$ cat config.mk
export PLATFORM = sky130hd
export DESIGN_NAME = id_stage
export DESIGN_NICKNAME = d
export VERILOG_FILES = /design/src/rtl/id_stage.sv
export SDC_FILE = /design/constraint.sdc
export NUM_CORES = 1
export LEC_CHECK = 0
export ABC_AREA = 1
export BUFFER_PORTS_ARGS = -buffer_cell sky130_fd_sc_hd__buf_2
export CAP_MARGIN = 20
export CORE_ASPECT_RATIO = 0.75
export CORE_UTILIZATION = 40
export CTS_BUF_LIST = sky130_fd_sc_hd__clkbuf_4 sky130_fd_sc_hd__clkbuf_8 sky130_fd_sc_hd__clkbuf_16
export CTS_CLUSTER_SIZE = 28
export DETAILED_ROUTE_END_ITERATION = 12
export PLACE_DENSITY = 0.81
export REMOVE_ABC_BUFFERS = 1
export SETUP_SLACK_MARGIN = 0.1
export SYNTH_ARGS = -nofsm -noshare
export SYNTH_HDL_FRONTEND = slang
export SYNTH_SLANG_ARGS = --single-unit
$ cat constraint.sdc
create_clock -name clk -period 4.28 [get_ports clk]
set_input_delay 0.856 -clock clk [delete_from_list [all_inputs] [get_ports clk]]
set_output_delay 0.856 -clock clk [all_outputs]
set_load 0.01 [all_outputs]
$ cat src/rtl/id_stage.sv
// RV32I decode stage. Decodes the fetched instruction, drives the register-file
// read ports, resolves operands with EX/MEM forwarding, stalls on load-use
// hazards and registers the decoded result into the ID/EX pipeline register.
module id_stage #(
  parameter int XLEN    = 32,
  parameter int RADDR_W = 5
) (
  input  logic               clk,
  input  logic               rst,
  input  logic               if_valid,
  input  logic [XLEN-1:0]    if_pc,
  input  logic [31:0]        if_inst,
  output logic               id_ready,
  output logic               re1,
  output logic               re2,
  output logic [RADDR_W-1:0] raddr1,
  output logic [RADDR_W-1:0] raddr2,
  input  logic [XLEN-1:0]    rdata1,
  input  logic [XLEN-1:0]    rdata2,
  input  logic               ex_fwd_we,
  input  logic [RADDR_W-1:0] ex_fwd_waddr,
  input  logic [XLEN-1:0]    ex_fwd_wdata,
  input  logic               ex_is_load,
  input  logic               mem_fwd_we,
  input  logic [RADDR_W-1:0] mem_fwd_waddr,
  input  logic [XLEN-1:0]    mem_fwd_wdata,
  input  logic               flush,
  input  logic               ex_ready,
  output logic               ex_valid,
  output logic [XLEN-1:0]    ex_pc,
  output logic [3:0]         ex_class,
  output logic [2:0]         ex_funct3,
  output logic               ex_alt,
  output logic [XLEN-1:0]    ex_opnd1,
  output logic [XLEN-1:0]    ex_opnd2,
  output logic [XLEN-1:0]    ex_imm,
  output logic [RADDR_W-1:0] ex_rd,
  output logic               ex_wreg,
  output logic               ex_illegal
);

  typedef enum logic [3:0] {
    CLS_NOP   = 4'd0, CLS_LUI   = 4'd1, CLS_AUIPC = 4'd2, CLS_JAL   = 4'd3,
    CLS_JALR  = 4'd4, CLS_BRANCH = 4'd5, CLS_LOAD = 4'd6, CLS_STORE = 4'd7,
    CLS_OPIMM = 4'd8, CLS_OP    = 4'd9
  } cls_e;

  cls_e               cls_s;
  logic               illegal_s;
  logic               re1_s, re2_s, wreg_s, alt_s;
  logic [XLEN-1:0]    imm_s;
  logic [RADDR_W-1:0] rs1_s, rs2_s, rd_s;
  logic [XLEN-1:0]    opnd1_s, opnd2_s;
  logic               hazard_s, advance_s;

  assign rs1_s = if_inst[19:15];
  assign rs2_s = if_inst[24:20];

  // Operand source: x0/unused reads give zero, EX result beats MEM result, else register file.
  function automatic logic [XLEN-1:0] fwd_sel(
    input logic en, input logic [RADDR_W-1:0] rs, input logic [XLEN-1:0] rf,
    input logic exw, input logic [RADDR_W-1:0] exa, input logic [XLEN-1:0] exd, input logic exl,
    input logic mw, input logic [RADDR_W-1:0] ma, input logic [XLEN-1:0] md);
    logic [XLEN-1:0] v;
    if (!en || rs == {RADDR_W{1'b0}}) v = {XLEN{1'b0}};
    else if (exw && exa == rs && !exl) v = exd;
    else if (mw && ma == rs) v = md;
    else v = rf;
    return v;
  endfunction

  // Opcode classification; anything unrecognised decodes as an illegal NOP.
  always_comb begin
    cls_s     = CLS_NOP;
    illegal_s = 1'b0;
    case (if_inst[6:0])
      7'b0110111: cls_s = CLS_LUI;
      7'b0010111: cls_s = CLS_AUIPC;
      7'b1101111: cls_s = CLS_JAL;
      7'b1100111: cls_s = CLS_JALR;
      7'b1100011: cls_s = CLS_BRANCH;
      7'b0000011: cls_s = CLS_LOAD;
      7'b0100011: cls_s = CLS_STORE;
      7'b0010011: cls_s = CLS_OPIMM;
      7'b0110011: cls_s = CLS_OP;
      default:    illegal_s = 1'b1;
    endcase
  end

  // Per-class read enables, immediate format, destination write and alt bit.
  always_comb begin
    re1_s  = 1'b0;
    re2_s  = 1'b0;
    wreg_s = 1'b0;
    alt_s  = 1'b0;
    imm_s  = {XLEN{1'b0}};
    case (cls_s)
      CLS_LUI, CLS_AUIPC: begin
        wreg_s = 1'b1;
        imm_s  = {if_inst[31:12], 12'h000};
      end
      CLS_JAL: begin
        wreg_s = 1'b1;
        imm_s  = {{11{if_inst[31]}}, if_inst[31], if_inst[19:12], if_inst[20], if_inst[30:21], 1'b0};
      end
      CLS_JALR, CLS_LOAD: begin
        re1_s  = 1'b1;
        wreg_s = 1'b1;
        imm_s  = {{20{if_inst[31]}}, if_inst[31:20]};
      end
      CLS_OPIMM: begin
        re1_s  = 1'b1;
        wreg_s = 1'b1;
        imm_s  = {{20{if_inst[31]}}, if_inst[31:20]};
        if (if_inst[13:12] == 2'b01) alt_s = if_inst[30];
        else alt_s = 1'b0;
      end
      CLS_BRANCH: begin
        re1_s = 1'b1;
        re2_s = 1'b1;
        imm_s = {{19{if_inst[31]}}, if_inst[31], if_inst[7], if_inst[30:25], if_inst[11:8], 1'b0};
      end
      CLS_STORE: begin
        re1_s = 1'b1;
        re2_s = 1'b1;
        imm_s = {{20{if_inst[31]}}, if_inst[31:25], if_inst[11:7]};
      end
      CLS_OP: begin
        re1_s  = 1'b1;
        re2_s  = 1'b1;
        wreg_s = 1'b1;
        alt_s  = if_inst[30];
      end
      default: begin
        re1_s = 1'b0;
      end
    endcase
    if (if_inst[11:7] == 5'd0) wreg_s = 1'b0;
    else wreg_s = wreg_s;
  end

  assign rd_s    = wreg_s ? if_inst[11:7] : {RADDR_W{1'b0}};
  assign opnd1_s = fwd_sel(re1_s, rs1_s, rdata1, ex_fwd_we, ex_fwd_waddr, ex_fwd_wdata, ex_is_load,
                           mem_fwd_we, mem_fwd_waddr, mem_fwd_wdata);
  assign opnd2_s = fwd_sel(re2_s, rs2_s, rdata2, ex_fwd_we, ex_fwd_waddr, ex_fwd_wdata, ex_is_load,
                           mem_fwd_we, mem_fwd_waddr, mem_fwd_wdata);

  // A load in EX cannot forward its data yet, so a dependent read must wait a cycle.
  assign hazard_s  = ex_is_load && ex_fwd_we && (ex_fwd_waddr != {RADDR_W{1'b0}}) &&
                     ((re1_s && rs1_s == ex_fwd_waddr) || (re2_s && rs2_s == ex_fwd_waddr));
  assign advance_s = !ex_valid || ex_ready;
  assign id_ready  = flush || (advance_s && !hazard_s);
  assign re1       = re1_s;
  assign re2       = re2_s;
  assign raddr1    = rs1_s;
  assign raddr2    = rs2_s;

  // ID/EX pipeline register: flush kills, advance loads decode (bubble on hazard), else hold.
  always_ff @(posedge clk) begin
    if (rst) begin
      ex_valid   <= 1'b0;
      ex_pc      <= {XLEN{1'b0}};
      ex_class   <= 4'd0;
      ex_funct3  <= 3'd0;
      ex_alt     <= 1'b0;
      ex_opnd1   <= {XLEN{1'b0}};
      ex_opnd2   <= {XLEN{1'b0}};
      ex_imm     <= {XLEN{1'b0}};
      ex_rd      <= {RADDR_W{1'b0}};
      ex_wreg    <= 1'b0;
      ex_illegal <= 1'b0;
    end else if (flush) begin
      ex_valid <= 1'b0;
    end else if (advance_s) begin
      ex_valid   <= if_valid && !hazard_s;
      ex_pc      <= if_pc;
      ex_class   <= cls_s;
      ex_funct3  <= if_inst[14:12];
      ex_alt     <= alt_s;
      ex_opnd1   <= opnd1_s;
      ex_opnd2   <= opnd2_s;
      ex_imm     <= imm_s;
      ex_rd      <= rd_s;
      ex_wreg    <= wreg_s;
      ex_illegal <= illegal_s;
    end else begin
      ex_valid <= ex_valid;
    end
  end

endmodule

==> results by group, run 1 <==
Run status
  – Status: complete, no violations

Worst setup path
  – Max FO, Critical Path: 9
  – Setup Crit Path Kind: input port to output port
  – Critical path launch point type: input port
  – Critical Path AT: approximately 2.1 ns
  – WP data required: around 3.4 ns
  – CP Capture Type: output port

Cells and area
  – Share of post-route cells with drive strength above 1: 30.7%
  – Sequential Area: 2880 µm²
  – Filler Cells Inserted: between 1500 and 2000
  – Final #Nets: about 1700
  – Final Util: 54.2%
  – Most common cell after layout, fill and taps aside: buf_2
  – Most frequent cells in the layout: buf_2 (366), nand3_1 (215), nand2_1 (213), dfxtp_1 (144), o21ai_0 (109)
  – Multi-input gate area: between 4000 and 5000 µm²
  – Synthesis-to-layout area growth: 31.3%

Placed design
  – DP Wirelength: about 21000 µm
  – Placer's final routability congestion estimate: 0.927
  – Dpl ws: 1.33 ns
  – Buffers on Ports: 366

Floorplan
  – Die height: 122 µm
  – Die area: approximately 20000 µm²
  – Total core area: 18700 µm²
  – Initial Util: 41.3%
  – Die width: between 150 and 200 µm
  – I/O Pins: 367
  – Rows: 43

Global routing
  – Largest net degree at the start of global routing: between 200 and 250
  – Vias in the first global route: 8755
  – First-pass GRT wire length: about 47000 µm
  – Tot GR Track Use: 29.9%
  – Total grt overflow: 0
  – Antenna violations before repair: 0

Synth
  – Synth cell types: 30
  – Seq/Total Area, Yosys: between 30 and 40%
  – Mapped Area: 7730 µm²
  – Number of synthesized flops with an enable pin: 0
  – Yosys top cell area share: 37.3%
  – Synth async-reset ratio: 0%
  – Synth Flop Type: dfxtp_1
  – Ys Warns: 0
  – Cell count after synthesis: 1171
  – Largest area contributor in the synthesized netlist: dfxtp_1
  – Syn avg cell area: 6.60 µm²
  – Yosys reg bits: between 100 and 150
  – Main area contributors after synthesis: dfxtp_1 (37%), nand3_1 (14%), nand2_1 (10%)

Timing
  – Setup WS post-layout: 1.37 ns
  – Slew @ Worst Pin: between 1 and 1.5 ns
  – Slew headroom: 27.8%
  – Fin. Hold Viols: 0
  – RSZ-0062 raised after global routing: no
  – Min Tclk post-route: 2.91 ns
  – Slew Viols, Final: 0
  – Final setup viols: 0
  – Max frequency: 344 MHz
  – Fin Setup TNS: 0 ns
  – Max Clock Skew: 0.00974 ns
  – Fin crit share: 68.0%

Clocking
  – CTS resizes: 0
  – TritonCTS Buffers: 17
  – CTS tree: yes
  – Clk Tree Root Cell: clkbuf_16
  – Hold-fix buffers at CTS: 0
  – Post-CTS setup buffers: 0
  – CTS sink cnt: 144
  – Clock Tree Buf Depth: 2
  – CTS clk-pin slew, worst paths: 0.06 ns
  – Htree depth: 4
  – Worst skew pair latency: 0.42 ns

Routing
  – Drc violations: 0
  – Pre-antenna DRT Iters: 8
  – Final ANT Viol Nets: 0
  – Vias per cell: 5.66
  – DR iter-0 viols: 1066
  – Total routed wirelength: approximately 31000 µm
  – DR WL/cell: between 15 and 20 µm
  – Via count: 9776

Power
  – Peak VDD IR: 0.246 mV
  – Design Power: 3.61 mW
  – Leakage power: 4.97 nW
  – Pwr dens: 356 nW/µm²

Job
  – Maxcap violations: 0

Hold path
  – Hold crit path type: flip-flop to flip-flop
==> worst paths after layout <==
kind | endpoint | from | cells after the start | slack [ns]
setup reg to reg | ex_pc[24] | ex_valid | 7 | 2.24
setup / recovery | id_ready | if_inst[3] | 12 | 1.37
hold / removal | ex_imm[1] | ex_imm[1] | 2 | 0.46
hold reg to reg | ex_imm[1] | ex_imm[1] | 2 | 0.46
==> layer usage <==
metal / up-vias / GRT usage, % / part of all wire, %
li1: 4572 / - / -
met1: 4460 / 38.4 / 41
met2: 663 / 47.1 / 45
met3: 81 / 8.96 / 11
met4: 0 / 11.9 / 3.0
met5: - / 0 / 0
==> kinds of logic after synthesis <==
| group | synth area share (%) |
|---|---|
| AOI/OAI and AO/OA | 15.7 |
| xor gates and xnor gates | 0.566 |
| and+or+nand+nor | 36.5 |
| DFF | 37.3 |
| buffers and inverters | 9.95 |
==> critical path, cell delays in order <==
cell and delay [ns]:
buf_2 0.13, inv_2 0.05, nand2_1 0.08, nor2_4 0.22
nand2_2 0.13, nand2_1 0.12, nand2_1 0.07, nand2_1 0.06
nand2_1 0.08, nand2_1 0.06, nand2_1 0.06, buf_2 0.14
==> cells in the mapped netlist (3+ instances only) <==
cell and number:
clkbuf_1 54, a21oi_1 104, nand3_1 215, buf_2 33, nand2_2 5, buf_1 5, a31oi_1 5, o21ai_1 12
nor2_4 4, nand4_1 70, nor2_1 96, nand2_1 213, buf_4 10, o21ai_0 109, inv_1 56, inv_2 14
xor2_1 3, buf_6 4, dfxtp_1 144
==> area by class of cell <==
cell class	instances	area share [%]
Tap cell	247	3.04
Clock buffer	19	4.40
Antenna cell	2	0.0493
Multi-Input combinational cell	851	40.5
Timing Repair Buffer	382	19.5
Inverter	70	2.59
Clock inverter	13	1.58
Sequential cell	144	28.4
==> metrics by stage <==
stage | cells | instance area, µm² | hold slack, ns
after floorplan | 1065 | 7230 | 0.484
after global placement | 1694 | 9540 | 0.450
after detailed placement | 1694 | 9540 | 0.452
after CTS | 1726 | 10100 | 0.462
after global routing | 1726 | 10100 | 0.473
final | 1728 | 10200 | 0.463
==> power by group <==
part	internal, mW	switching (mW)
clock	0.940	0.612
combinational	0.215	0.401
sequential	1.41	0.0341
total	2.56	1.05
==> sequential cells by signal, summed over array words and instances (netlist names) <==
name        cells
ex_imm         32
ex_opnd1       32
ex_opnd2       32
ex_pc          32
ex_rd           5
ex_class        4
ex_funct3       3
ex_alt          1
ex_illegal      1
ex_valid        1
ex_wreg         1
No activity file was read; power rests on OpenSTA's default activity.
==> run 2: changes to the inputs <==
Settings changed: PLACE_DENSITY 0.81 to 0.83.
Clock period 4.28 ns to 2.6 ns, I/O delays scaled along.
==> run 2 against run 1 <==
Against the previous run: worst hold slack worse by 0.13 ns; count of clock-buffer cells in the layout is 1 lower; utilization up 0.63 points; combinational power up 64%; die area did not move; via count grew 0.54%; highest routed layer unchanged; non-clock buffer count grew 6; first-iteration DRC count is 7.1% higher; largest cell class unchanged; global-route usage is 0.99 points lower.
==> results by group, run 2 (synthesis gave the netlist of run 1 again) <==
Floorplan
  – Die width: 163 µm (unchanged)
  – Rows: 43 (unchanged)
  – Die area: 19900 µm² (unchanged)
  – Initial Util: 41.3% (unchanged)
  – I/O Pins: 367 (unchanged)
  – Total core area: 18700 µm² (unchanged)
  – Die height: 122 µm (unchanged)

Hold path
  – Hold Path Stages: 3 (was 2)
  – WHS Endpoint: ex_pc[9] (was ex_imm[1])
  – Hold path start: if_pc[9] (was ex_imm[1])
  – Hold crit path type: input port to flip-flop (was flip-flop to flip-flop)

Clocking
  – Clk Tree Root Cell: clkbuf_16 (unchanged)
  – CTS resizes: 0 (unchanged)
  – CTS tree: yes (unchanged)
  – Post-CTS setup buffers: 0 (unchanged)
  – Hold-fix buffers at CTS: 0 (unchanged)
  – TritonCTS Buffers: 17 (unchanged)
  – Worst skew pair latency: 0.41 ns (was 0.42 ns)
  – Clock Tree Buf Depth: 2 (unchanged)
  – CTS clk-pin slew, worst paths: 0.06 ns (about the same)
  – Htree depth: 4 (unchanged)
  – CTS sink cnt: 144 (unchanged)

Cells and area
  – Synthesis-to-layout area growth: 32.8% (was 31.3%)
  – Share of post-route cells with drive strength above 1: 30.9% (was 30.7%)
  – Final #Nets: 1682 (was 1676)
  – Most common cell after layout, fill and taps aside: buf_2 (unchanged)
  – Most frequent cells in the layout: buf_2 (366), nand3_1 (215), nand2_1 (213), dfxtp_1 (144), o21ai_0 (109) (unchanged)

Timing
  – Slew @ Worst Pin: 0.739 ns (was 1.08 ns)
  – Fin crit share: between 80% and 90%
  – Max Clock Skew: 0.0121 ns (was 0.00974 ns)
  – Slew headroom: 50.6% (was 27.8%)
  – Hold Slack: 0.333 ns (was 0.463 ns)
  – Final setup viols: 0 (unchanged)
  – Fin. Hold Viols: 0 (unchanged)
  – Min Tclk post-route: 2.21 ns
  – RSZ-0062 raised after global routing: no (unchanged)
  – Slew Viols, Final: 0 (unchanged)
  – Max frequency: 453 MHz

Worst setup path
  – WP data required: 2.08 ns (was 3.42 ns)
  – Max FO, Critical Path: 5 (was 9)
  – R2R depth: 6 (was 7)
  – Critical Path AT: 1.69 ns (was 2.06 ns)
  – Worst r2r src: ex_valid (unchanged)
  – Slowest CP cell: buf_2 (was nor2_4)
  – Critical path launch point type: input port (unchanged)
  – Crit-path max cell delay: 0.15 ns (was 0.22 ns)
  – Flop-to-flop setup slack: 1.02 ns (was 2.24 ns)
  – Critical-path cell list: buf_2, inv_2, nand2_1, nor2_4, nand2_1, o21ai_2, inv_2, nor2_1, nand2_1, nand2_1, nand2_1, buf_2 (was buf_2, inv_2, nand2_1, nor2_4, nand2_2, nand2_1, nand2_1, nand2_1, nand2_1, nand2_1, nand2_1, buf_2)
  – CP Capture Type: output port (unchanged)
  – Reg2reg end: ex_opnd2[8] (was ex_pc[24])
  – Most common cell on crit path: nand2_1 (unchanged)
  – Setup Crit Path Kind: input port to output port (unchanged)

Routing
  – DR iter-0 viols: 1142 (was 1066)
  – Pre-antenna DRT Iters: 7 (was 8)
  – Drc violations: 0 (unchanged)
  – Via count: 9829 (was 9776)
  – Total routed wirelength: 29700 µm (was 30800 µm)
  – Vias per cell: 5.66 (about the same)
  – DR WL/cell: 17.1 µm (was 17.8 µm)
  – Final ANT Viol Nets: 0 (unchanged)

Power
  – Leakage power: 5.02 nW (was 4.97 nW)
  – Design Power: 6.11 mW (was 3.61 mW)
  – Peak VDD IR: 0.366 mV (was 0.246 mV)
  – Pwr dens: 595 nW/µm² (was 356 nW/µm²)

Global routing
  – Antenna violations before repair: 6 (was 0)
  – First-pass GRT wire length: 45500 µm (was 46700 µm)
  – Largest net degree at the start of global routing: 175 (was 209)
  – Total grt overflow: 0 (unchanged)
  – Vias in the first global route: 8714 (was 8755)
  – Tot GR Track Use: 28.9% (was 29.9%)

Job
  – Maxcap violations: 0 (unchanged)

Placed design
  – DP Wirelength: 20200 µm (was 20900 µm)
  – Buffers on Ports: 366 (unchanged)
  – Placer's final routability congestion estimate: 0.946 (was 0.927)

Run status
  – Status: complete, no violations (unchanged)
## run 2: cell types whose count changed in the layout (fill, tap and decap cells not counted), sizes merged
cell	delta
bufinv	+2
buf	+6
diode	+4
inv	+1
clkbuf	-1
clkinv	-4
## run 2: metrics by stage
step | util, % | worst slack [ns] | area (µm²) | TNS [ns] | std cells
5_1_grt | 54.9 | 0.213 | 10300 | 0 | 1736
3_5_place_dp | 51.3 | 0.401 | 9610 | 0 | 1700
2_1_floorplan | - | -6.51 | 7230 | -749.97 | 1065
6_report | 54.9 | 0.391 | 10300 | 0 | 1736
3_3_place_gp | 51.3 | 0.415 | 9610 | 0 | 1700
4_1_cts | 54.8 | 0.399 | 10300 | 0 | 1730
## run 2: where the power goes
group / internal (mW) / total [mW] / switching, mW
Clock: 1.73 / 2.73 / 0.996
Combinational: 0.363 / 1.01 / 0.652
Sequential: 2.32 / 2.37 / 0.0537
## run 2: cell type report
cell class / count / area [µm²]
Tap cell: 247 / 309
Antenna cell: 6 / 15.0
Fill cell: 1874 / 8450
Clock buffer: 18 / 439
Inverter: 70 / 263
Timing Repair Buffer: 388 / 2050
Clock inverter: 12 / 205
Sequential cell: 144 / 2880
Multi-Input combinational cell: 851 / 4110
## run 2: worst max-delay path, delay by kind of cell
kind / cells / cell delay, ns
buf+inv: 4 / 0.44
simple gates: 7 / 0.63
compound gates: 1 / 0.10
## run 2: worst max-delay path by stage
stage                     from  endpoint  slack (ns)
floorplan             ex_ready    ex_alt       -6.51
global placement    if_inst[3]  id_ready        0.42
detailed placement  if_inst[3]  id_ready        0.40
CTS                 if_inst[3]  id_ready        0.40
global route        if_inst[4]  id_ready        0.21
finish              if_inst[4]  id_ready        0.39
## run 2: per-layer routing
layer	wire, µm	up-vias	track usage [%]
met5	0	-	0
met4	1030	0	14.0
met3	3230	99	6.22
met2	13300	703	45.0
met1	12100	4440	38.1
li1	-	4587	-
